## src/rtl/vga_pkg.sv

```systemverilog
// Shared constants, types and the per-axis bounce step for the VGA bounce generator.
package vga_pkg;

    localparam int unsigned XD    = 640;
    localparam int unsigned YD    = 480;
    localparam int unsigned RGB_W = 12;
    localparam int unsigned CNT_W = 10;
    localparam int unsigned POS_W = 11;

    typedef logic [RGB_W-1:0] rgb_t;

    typedef enum logic [1:0] {
        PAUSE = 2'd0,
        RUN   = 2'd1,
        ARMED = 2'd2
    } bounce_state_t;

    typedef struct packed {
        logic             neg;
        logic [CNT_W-1:0] pos;
    } axis_t;

    // One frame of motion on one axis; hi is the far wall, lo the near wall.
    function automatic axis_t axis_move(
        input axis_t            cur,
        input logic [POS_W-1:0] lo,
        input logic [POS_W-1:0] hi,
        input logic [POS_W-1:0] size,
        input logic [POS_W-1:0] step
    );
        axis_t            nxt;
        logic [POS_W-1:0] p;
        nxt = cur;
        p   = {1'b0, cur.pos};
        if (!cur.neg) begin
            if (p + size + step > hi) begin
                nxt.pos = CNT_W'(hi - size);
                nxt.neg = 1'b1;
            end else begin
                nxt.pos = CNT_W'(p + step);
            end
        end else begin
            if (p < lo + step) begin
                nxt.pos = CNT_W'(lo);
                nxt.neg = 1'b0;
            end else begin
                nxt.pos = CNT_W'(p - step);
            end
        end
        return nxt;
    endfunction

endpackage

```

## src/rtl/vga_frame_tick.sv

```systemverilog
// One-clock pulse on entry to row 480 / column 0, robust to counters held for several clocks.
module vga_frame_tick
    import vga_pkg::*;
(
    input  logic             clk,
    input  logic             reset,
    input  logic [CNT_W-1:0] x_count_i,
    input  logic [CNT_W-1:0] y_count_i,
    output logic             frame_tick_c_o
);

    logic cond_c;
    logic cond_q;

    assign cond_c = (y_count_i == CNT_W'(YD)) && (x_count_i == '0);

    always_ff @(posedge clk or posedge reset) begin
        if (reset) begin
            cond_q <= 1'b0;
        end else begin
            cond_q <= cond_c;
        end
    end

    assign frame_tick_c_o = cond_c && !cond_q;

endmodule

```

## src/rtl/vga_bounce_gen.sv

```systemverilog
// Bouncing-square pixel stage with run/pause/single-step motion control.
// Define VGA_BORDER_EN to draw a 4-pixel white frame and bounce inside it.
module vga_bounce_gen
    import vga_pkg::*;
#(
    parameter int unsigned SIZE     = 16,
    parameter int unsigned STEP     = 2,
    parameter int unsigned INIT_X   = 100,
    parameter int unsigned INIT_Y   = 100,
    parameter rgb_t        BALL_RGB = 12'hF00
) (
    input  logic             clk,
    input  logic             reset,
    input  logic [CNT_W-1:0] x_count,
    input  logic [CNT_W-1:0] y_count,
    input  logic             vid_on,
    input  logic             h_sync_in,
    input  logic             v_sync_in,
    input  rgb_t             bg_rgb,
    input  logic             run,
    input  logic             step,
    output rgb_t             rgb,
    output logic             h_sync,
    output logic             v_sync,
    output logic [CNT_W-1:0] ball_x,
    output logic [CNT_W-1:0] ball_y
);

`ifdef VGA_BORDER_EN
    localparam int unsigned BORDER = 4;
`else
    localparam int unsigned BORDER = 0;
`endif

    localparam logic [POS_W-1:0] LO_P   = POS_W'(BORDER);
    localparam logic [POS_W-1:0] X_HI   = POS_W'(XD - BORDER);
    localparam logic [POS_W-1:0] Y_HI   = POS_W'(YD - BORDER);
    localparam logic [POS_W-1:0] SIZE_P = POS_W'(SIZE);
    localparam logic [POS_W-1:0] STEP_P = POS_W'(STEP);

    localparam logic [1:0] S_PAUSE = 2'(PAUSE);
    localparam logic [1:0] S_RUN   = 2'(RUN);
    localparam logic [1:0] S_ARMED = 2'(ARMED);

    logic       frame_tick_c;
    logic [1:0] state_q, state_d;
    axis_t      bx_q, bx_d;
    axis_t      by_q, by_d;
    logic       move_en_c;

    vga_frame_tick u_frame_tick (
        .clk            (clk),
        .reset          (reset),
        .x_count_i      (x_count),
        .y_count_i      (y_count),
        .frame_tick_c_o (frame_tick_c)
    );

    always_ff @(posedge clk or posedge reset) begin
        if (reset) begin
            state_q    <= S_PAUSE;
            bx_q.neg   <= 1'b0;
            bx_q.pos   <= CNT_W'(INIT_X);
            by_q.neg   <= 1'b0;
            by_q.pos   <= CNT_W'(INIT_Y);
        end else begin
            state_q <= state_d;
            bx_q    <= bx_d;
            by_q    <= by_d;
        end
    end

    // Motion control; position only changes on the frame tick inside vertical blanking.
    always_comb begin
        state_d   = state_q;
        bx_d      = bx_q;
        by_d      = by_q;
        move_en_c = 1'b0;
        case (state_q)
            S_PAUSE: begin
                if (run) begin
                    state_d = S_RUN;
                end else if (step) begin
                    state_d = S_ARMED;
                end
            end
            S_ARMED: begin
                move_en_c = frame_tick_c;
                if (run) begin
                    state_d = S_RUN;
                end else if (frame_tick_c) begin
                    state_d = S_PAUSE;
                end
            end
            S_RUN: begin
                move_en_c = frame_tick_c;
                if (!run) begin
                    state_d = S_PAUSE;
                end
            end
            default: state_d = S_PAUSE;
        endcase
        if (move_en_c) begin
            bx_d = axis_move(bx_q, LO_P, X_HI, SIZE_P, STEP_P);
            by_d = axis_move(by_q, LO_P, Y_HI, SIZE_P, STEP_P);
        end
    end

    logic [POS_W-1:0] xc, yc, bxw, byw;
    logic             inside_c;
    logic             border_c;
    rgb_t             rgb_d, rgb_q;
    logic             hs_q, vs_q;

    always_comb begin
        xc       = {1'b0, x_count};
        yc       = {1'b0, y_count};
        bxw      = {1'b0, bx_q.pos};
        byw      = {1'b0, by_q.pos};
        inside_c = (xc >= bxw) && (xc < bxw + SIZE_P) &&
                   (yc >= byw) && (yc < byw + SIZE_P);
`ifdef VGA_BORDER_EN
        border_c = (x_count < CNT_W'(BORDER)) || (x_count > CNT_W'(XD - BORDER - 1)) ||
                   (y_count < CNT_W'(BORDER)) || (y_count > CNT_W'(YD - BORDER - 1));
`else
        border_c = 1'b0;
`endif
        rgb_d = '0;
        if (vid_on) begin
            if (border_c) begin
                rgb_d = 12'hFFF;
            end else if (inside_c) begin
                rgb_d = BALL_RGB;
            end else begin
                rgb_d = bg_rgb;
            end
        end
    end

    // Colour and syncs share one register stage so they stay aligned.
    always_ff @(posedge clk or posedge reset) begin
        if (reset) begin
            rgb_q <= '0;
            hs_q  <= 1'b1;
            vs_q  <= 1'b1;
        end else begin
            rgb_q <= rgb_d;
            hs_q  <= h_sync_in;
            vs_q  <= v_sync_in;
        end
    end

    assign rgb    = rgb_q;
    assign h_sync = hs_q;
    assign v_sync = vs_q;
    assign ball_x = bx_q.pos;
    assign ball_y = by_q.pos;

endmodule
```

## config.mk

```make
export PLATFORM = sky130hd
export DESIGN_NAME = vga_bounce_gen
export DESIGN_NICKNAME = d
export VERILOG_FILES = /design/src/rtl/vga_pkg.sv /design/src/rtl/vga_frame_tick.sv /design/src/rtl/vga_bounce_gen.sv
export SDC_FILE = /design/constraint.sdc
export NUM_CORES = 1
export LEC_CHECK = 0
export BUFFER_PORTS_ARGS = -buffer_cell sky130_fd_sc_hd__buf_2
export CAP_MARGIN = 10
export CORE_UTILIZATION = 45
export CTS_CLUSTER_SIZE = 16
export DETAILED_ROUTE_END_ITERATION = 7
export GPL_ROUTABILITY_DRIVEN = 0
export GPL_TIMING_DRIVEN = 0
export PLACE_DENSITY = 0.67
export SYNTH_ARGS = -nofsm -noshare
export SYNTH_HDL_FRONTEND = slang
export SYNTH_SLANG_ARGS = --single-unit
```

## constraint.sdc

```tcl
create_clock -name clk -period 5.95 [get_ports clk]
set_input_delay 0.8925 -clock clk [delete_from_list [all_inputs] [get_ports clk]]
set_output_delay 0.8925 -clock clk [all_outputs]
set_load 0.01 [all_outputs]
```

==> run summary, run 1 <==
Among all stages on the critical path, the largest delay is contributed by sky130_fd_sc_hd__dfstp_2. The count of maximum capacitance violations is 0. In this design, the critical path's most frequently occurring cell is sky130_fd_sc_hd__ha_1. Gates resized during post-CTS repair numbered 0.

The first-pass GRT wire length came out at ~17,000 um. The layout-stage area growth over the synthesis result came out at 17.0%. The H-tree generated during clock tree synthesis spans 2 levels.

The clock period could shrink to roughly 3300 ps. The total power of the final layout is roughly 0.64 mW. The maximum fanout encountered on the critical timing path is 10. Clock-pin slew was measured on the worst setup and hold paths at ~80 ps. Summing every instance area after synthesis gives ~3600 um^2. The clock passes through at most 2 buffers.

The first-iteration detailed-routing DRC count came out at approximately 270. The setup TNS came out at 0 ps. The clock tree root driver cell is sky130_fd_sc_hd__clkbuf_8. The height of the die is ~92 um. OpenSTA, run right after detailed placement, puts the worst setup slack at 2630 ps. The cell area after placement is slightly above 4000 um^2.

The clock network latency to the later pin of the worst-skew pair is about 290 ps. The post-synthesis register bit count came out at 37. The die extent in x is slightly above 90 um.

In this run, distinct cell masters in the synthesized netlist total 74. The register area share after synthesis is 0.257. The number of buffers created by CTS is 5. The path category of the worst min-delay check is register to register.

The async set or reset register ratio after synthesis came out at 1.00. The via count of the first global-routing pass is 3,509. Measured against its own limit, the worst slew margin works out to 0.453. Summing over every cut layer, the via total after detailed routing is around 3,600. Synthesis produced around 440 cells. The critical path required time came out at approximately 6000 ps. In this run the power density over the cells is around 150 nW/um^2. The final antenna-violating net count came out at 0.

The detailed-route vias per instance came out at between 5 and 6. In the final routed layout, each cell accounts on average for approximately 16 um. The number of buffer and inverter stages on the critical path is 1.

The area of the core is between 7000 and 8000 um^2. The signal on the critical path passes through ha_1, nand2_1, nor2_1, xnor2_1, ha_1, a21o_1, a21oi_1, o22ai_1, a311oi_1, o31a_1, nand4b_1, clkbuf_1, and3_1. The setup skew after layout came out at between 6 and 7 ps. The final-layout worst hold slack came out at approximately 550 ps. The worst IR drop on VDD is around 0.12 mV. The number of port buffers is 70. The overall die area is around 8500 um^2. TritonCTS built the clock tree. Across the whole layout, storage elements account for around 940 um^2. The total congestion overflow is 0. In the synthesized netlist the dominant register cell turns out to be sky130_fd_sc_hd__dfrtp_1. The gate family responsible for the most delay along the worst path is compound AO/OA/AOI/OAI gates. The final design instance area without fill is roughly 4300 um^2.

The final layout contains routed wiring with a total length of 9990 um. The area of the multi-input gates is approximately 2300 um^2. The number of enable flip-flop cells after synthesis came out at 0. Pin placement for this block handled 73 I/O pins. The worst setup slack after layout is between 2000 and 3000 ps. The number of rows created at floorplan came out at 32. Setup repair after global routing left no endpoint under its margin. The number of iterations in the first detailed-routing pass came out at 5. The final hold violation count is 0. In the finished design, the share of the clock period the worst path needs comes to 0.563. In the global route stage, overall resource usage came out at 0.248. The detailed-route DRC error count came out at 0. The HPWL after detailed placement is approximately 7700 um. At the pin with the least slew margin, the transition time is roughly 820 ps. The number of nets in the layout is around 600. The antenna diode instance count came out at 0. The largest net degree at the start of global routing came out at 38. The highest achievable clock rate came out at ~300 MHz. The number of buffers added to fix hold violations after cts is 0. The type of the worst setup path is register to register. The number of synthesis warnings came out at 0. The run finished with clean final reports.

For this run, the slowest stage of the critical path takes 620 ps. For this configuration, the core starts out at a cell density of 0.469. A synthesized cell averages just over 8 um^2. The tree built by TritonCTS fans out to 37 sinks.

The fraction of layout cells with a size suffix above 1 came out at 0.262. Setup violations remaining at the end of the flow were counted as 0. The max-slew violation count is 0.

The endpoint arrival time on the critical path came out at roughly 3500 ps. The setup fix buffers added after clock tree synthesis came out at 0. The initial antenna violation count was 0.

The type of destination of the critical path is a register. STA classifies the critical path startpoint as a register. The count of filler cells inserted in the layout came out at 750. Summed over all cells, the static leakage comes to approximately 2.0 nW.
-- sequential cells by signal, indices dropped and copies added (netlist names) --
register and count:
ball_y 9, v_sync 1, u_frame_tick.cond_q 1, rgb 12, ball_x 9, state_q 2, by_q 1, bx_q 1
h_sync 1
-- cells in the final DEF (no fill, tap or decap), drive strengths merged, types with 4 or more instances in the layout --
cell,netlist,routed
dfstp,8,8
ha,42,42
buf,34,104
nand2b,4,4
o21ai,30,30
nand3,14,14
nor4,10,10
and3,11,11
nand2,38,38
nor3,14,14
o21a,4,4
a211oi,4,4
a21o,8,8
inv,34,35
nor2,26,26
a21boi,6,6
xnor2,14,14
dfrtp,29,29
clkbuf,7,12
or3,4,4
a21oi,23,23
nand4,7,7
a31oi,7,7
-- metrics by stage --
stage               instances  utilization
floorplan                 445            -
global placement          617        0.531
detailed placement        617        0.531
CTS                       625        0.549
global route              625        0.549
finish                    625        0.549
-- tightest hold or removal path, cell delays in order (launching register included) --
cell and delay (ps):
sky130_fd_sc_hd__dfrtp_1 390, sky130_fd_sc_hd__nand2_1 60, sky130_fd_sc_hd__o21ai_0 70
-- kinds of logic after synthesis --
group / Yosys count / synth area share
multiplexers: 2 / 0.00584
XOR/XNOR: 15 / 0.0360
adder cells (fa/ha/maj): 42 / 0.144
AO/OA/AOI/OAI: 125 / 0.235
other: 1 / 0.00103
buffers and inverters: 76 / 0.105
flip-flops: 37 / 0.257
AND/OR/NAND/NOR: 146 / 0.216
-- cells in the mapped netlist, drive strengths merged (6+ instances only) --
cell,n,area [um^2]
nand2,38,145
nand3,14,70.1
clkbuf,7,26.3
nor3,14,75.1
dfstp,8,210
buf,34,224
xnor2,14,123
ha,42,526
inv,34,128
a21oi,23,119
o21ai,30,158
nor4,10,77.6
dfrtp,29,726
a21o,8,60.1
nand4,7,43.8
a21boi,6,45.0
nor2,26,97.6
a31oi,7,43.8
and3,11,68.8
-- power breakdown --
part           switching (mW)  internal [mW]  total, mW
combinational          0.0534         0.0422     0.0956
clock                   0.104          0.169      0.273
sequential            0.00630          0.263      0.269
-- metal layers --
| metal | GRT usage | routed length (um) |
|---|---|---|
| met1 | 0.323 | 4420 |
| met2 | 0.413 | 4650 |
| met3 | 0.0456 | 743 |
| met4 | 0.0781 | 182 |
| met5 | 0 | 0 |
-- layout make-up --
class                      instances  share of cell area
tap                              102              0.0299
timing repair buffer              70              0.0822
clock buffer                       5              0.0161
clock inverter                     3              0.0161
sequential                        37               0.219
buffer                            41              0.0587
multi-input combinational        332               0.547
inverter                          35              0.0308
-- final timing paths --
check                            from          to  slack, ps  depth (start not counted)
setup / recovery            ball_y[5]      rgb[6]       2600                         13
hold / removal             state_q[0]  state_q[0]        550                          2
setup reg to reg            ball_y[5]      rgb[6]       2600                         13
hold reg to reg            state_q[0]  state_q[0]        550                          2
max in group asynchronous       reset  state_q[1]       4680                          2
min in group asynchronous       reset   ball_y[1]        750                          2
No activity file was read; power rests on OpenSTA's default activity.
==> run 2: changes to the inputs <==
clock period = 3.5 ns   (was 5.95 ns; I/O delays follow)
==> run 2 against run 1 <==
Net effect: wire length fell by 0.15%; clock power up 70%; combinational power up 71%; power increased by 70%; global-route usage unchanged; register-to-register slack got worse by 2400 ps; utilization about the same; setup slack got worse by 2400 ps; critical endpoint unchanged; final cell count unchanged; largest power group unchanged; cell area about the same; highest routed layer unchanged.
==> run summary, run 2 (synthesis results as in run 1) <==
The final antenna-violating net count came out at 0 (unchanged). The fraction of layout cells with a size suffix above 1 is 0.266 (was 0.262). The post-route met1 wirelength came out at 4430 um (was 4420 um). The clock transition at the register clock pins on the worst setup and hold paths after CTS came out at 80 ps (about the same). The utilization of the core after routing came out at 0.549 (about the same). The endpoint arrival time on the critical path came out at 3480 ps (was 3530 ps). The deepest level of the CTS H-tree is 2 (unchanged).

The overall die area came out at 8460 um^2 (unchanged). The HPWL after detailed placement is 7660 um (unchanged). The top layer reached by signal wires is met4 (unchanged).

The setup skew after layout came out at 5.90 ps (was 6.21 ps). The total global routing track utilization was 0.248 (unchanged). The layout-stage area growth over the synthesis result is 17.1% (was 17.0%). The top-level I/O count is 73 (unchanged). The clock network latency to the later pin of the worst-skew pair was 290 ps (about the same). The detailed-route DRC error count is 0 (unchanged). The type of destination of the critical path is a register (unchanged). The initial antenna violation count was 0 (unchanged).

The clock tree root driver cell is sky130_fd_sc_hd__clkbuf_8 (unchanged). The first-pass GRT wire length is 16,900 um (unchanged). The setup TNS is 0 ps (unchanged). RSZ-0062 raised after global routing: false (unchanged). The count of maximum capacitance violations came out at 0 (unchanged). The average routed wire per standard cell is 16.0 um (about the same). The number of rows created at floorplan came out at 32 (unchanged).

The max-slew violation count came out at 0 (unchanged). The routed length on met2 was 4680 um (was 4650 um). The via count of the first global-routing pass came out at 3,509 (unchanged). The ratio of total power to cell area came out at 254 nW/um^2 (was 149 nW/um^2). The clock sink total was 37 (unchanged). The starting density of the core was 0.469 (unchanged). The most frequent standard cell in the layout excluding fill and tap cells is sky130_fd_sc_hd__buf_2 (unchanged). The highest achievable clock rate is 303 MHz (was 299 MHz). The total power of the final layout was 1.08 mW (was 0.637 mW). The placement-stage worst setup slack is 179 ps (was 2630 ps). The number of buffers created by CTS is 5 (unchanged). The final wirelength is 9970 um (was 9990 um).

The number of standard cells in the final layout excluding fillers is 625 (unchanged). The worst slew margin relative to its limit was 0.452 (was 0.453). The largest net degree at the start of global routing was 38 (unchanged). The maximum fanout encountered on the critical timing path came out at 10 (unchanged).

Status: complete, no violations (unchanged). The ratio of final minimum period to clock period was 0.942 (was 0.563). The met3 routed wirelength came out at 684 um (was 743 um). The number of endpoints failing setup at the final stage came to 0 (unchanged).

The flip-flop count of the largest register, all copies and words added came out at 12 (unchanged). Most frequent cells in the layout: sky130_fd_sc_hd__buf_2, sky130_fd_sc_hd__ha_1, sky130_fd_sc_hd__nand2_1 (unchanged). The die extent in x came out at 92.0 um (unchanged).

The clock period minus worst slack came to 3300 ps (was 3350 ps). The via count is 3,566 (was 3,590). The type of the worst setup path is register to register (unchanged).

The worst IR drop on VDD came out at 0.200 mV (was 0.118 mV). The number of nets in the layout came out at 603 (unchanged). The leakage power of the design came out at 2.01 nW (about the same). The maximum buffer depth of the clock tree is 2 (unchanged). The critical path required time came out at 3680 ps (was 6130 ps). The total placed cells including tap cells is 617 (unchanged).

The number of port buffers is 70 (unchanged). The startpoint class of the critical path is a register (unchanged). The CTS tree is built (unchanged).

The detailed-route vias per instance is 5.71 (was 5.74). The total congestion overflow came to 0 (unchanged). The final hold violation count is 0 (unchanged). The worst setup slack after layout came out at 202 ps (was 2600 ps). The number of iterations in the first detailed-routing pass is 6 (was 5). The actual transition at the worst max-transition pin is 820 ps (about the same). The height of the die came out at 92.0 um (unchanged).

The first-iteration detailed-routing DRC count is 291 (was 265). The antenna diode instance count came out at 0 (unchanged). The area of the core came out at 7770 um^2 (unchanged). The path category of the worst min-delay check is input port to register (was register to register). The number of buffers added to fix hold violations after cts is 0 (unchanged).
==> run 2: layer usage <==
metal / global-route usage / up-vias
li1: - / 1749
met5: 0 / -
met3: 0.0456 / 15
met1: 0.323 / 1668
met2: 0.413 / 134
met4: 0.0781 / 0
==> run 2: worst paths after layout <==
path,startpoint,end,slack [ps],cells after the start
setup / recovery,ball_y[6],rgb[6],200,13
max in group asynchronous,reset,state_q[1],2600,2
hold reg to reg,state_q[0],state_q[0],550,2
hold / removal,h_sync_in,h_sync,320,1
setup reg to reg,ball_y[6],rgb[6],200,13
min in group asynchronous,reset,ball_y[1],390,2
==> run 2: critical path, stage by stage, from the launching register on <==
cell and delay (ps):
sky130_fd_sc_hd__dfstp_2 550, sky130_fd_sc_hd__buf_2 220, sky130_fd_sc_hd__nand3_1 190, sky130_fd_sc_hd__nor2_1 190, sky130_fd_sc_hd__xnor2_1 240, sky130_fd_sc_hd__inv_1 90, sky130_fd_sc_hd__ha_1 300, sky130_fd_sc_hd__a21oi_1 150
sky130_fd_sc_hd__o22ai_1 100, sky130_fd_sc_hd__a311oi_1 250, sky130_fd_sc_hd__o31a_1 180, sky130_fd_sc_hd__nand4b_1 240, sky130_fd_sc_hd__clkbuf_2 260, sky130_fd_sc_hd__and3_1 210
==> run 2: timing repair <==
action / in CTS / in global routing
endpoints found under the setup margin: 0 / 8
gates resized for setup: 0 / 3
buffers inserted: 0 / 0
==> run 2: through the flow <==
stage / cell area [um^2] / hold WS, ps
after CTS: 4260 / 311
after global placement: 4130 / 511
after detailed placement: 4130 / 521
after global routing: 4270 / 311
after floorplan: 3650 / 475
final: 4270 / 325
==> run 2: area by class of cell <==
class,count,area (um^2)
fillers,748,3500
multi-input cells,332,2330
flip-flops and latches,37,936
repair buffers,70,350
plain buffers,41,251
inverters,35,131
well taps,102,128
clock buffers,5,68.8
clock inverters,3,68.8
==> run 2: power breakdown <==
group	total (mW)	switching [mW]	internal [mW]
Combinational	0.163	0.0907	0.0719
Clock	0.463	0.176	0.287
Sequential	0.457	0.0107	0.447
Total	1.08	0.277	0.806
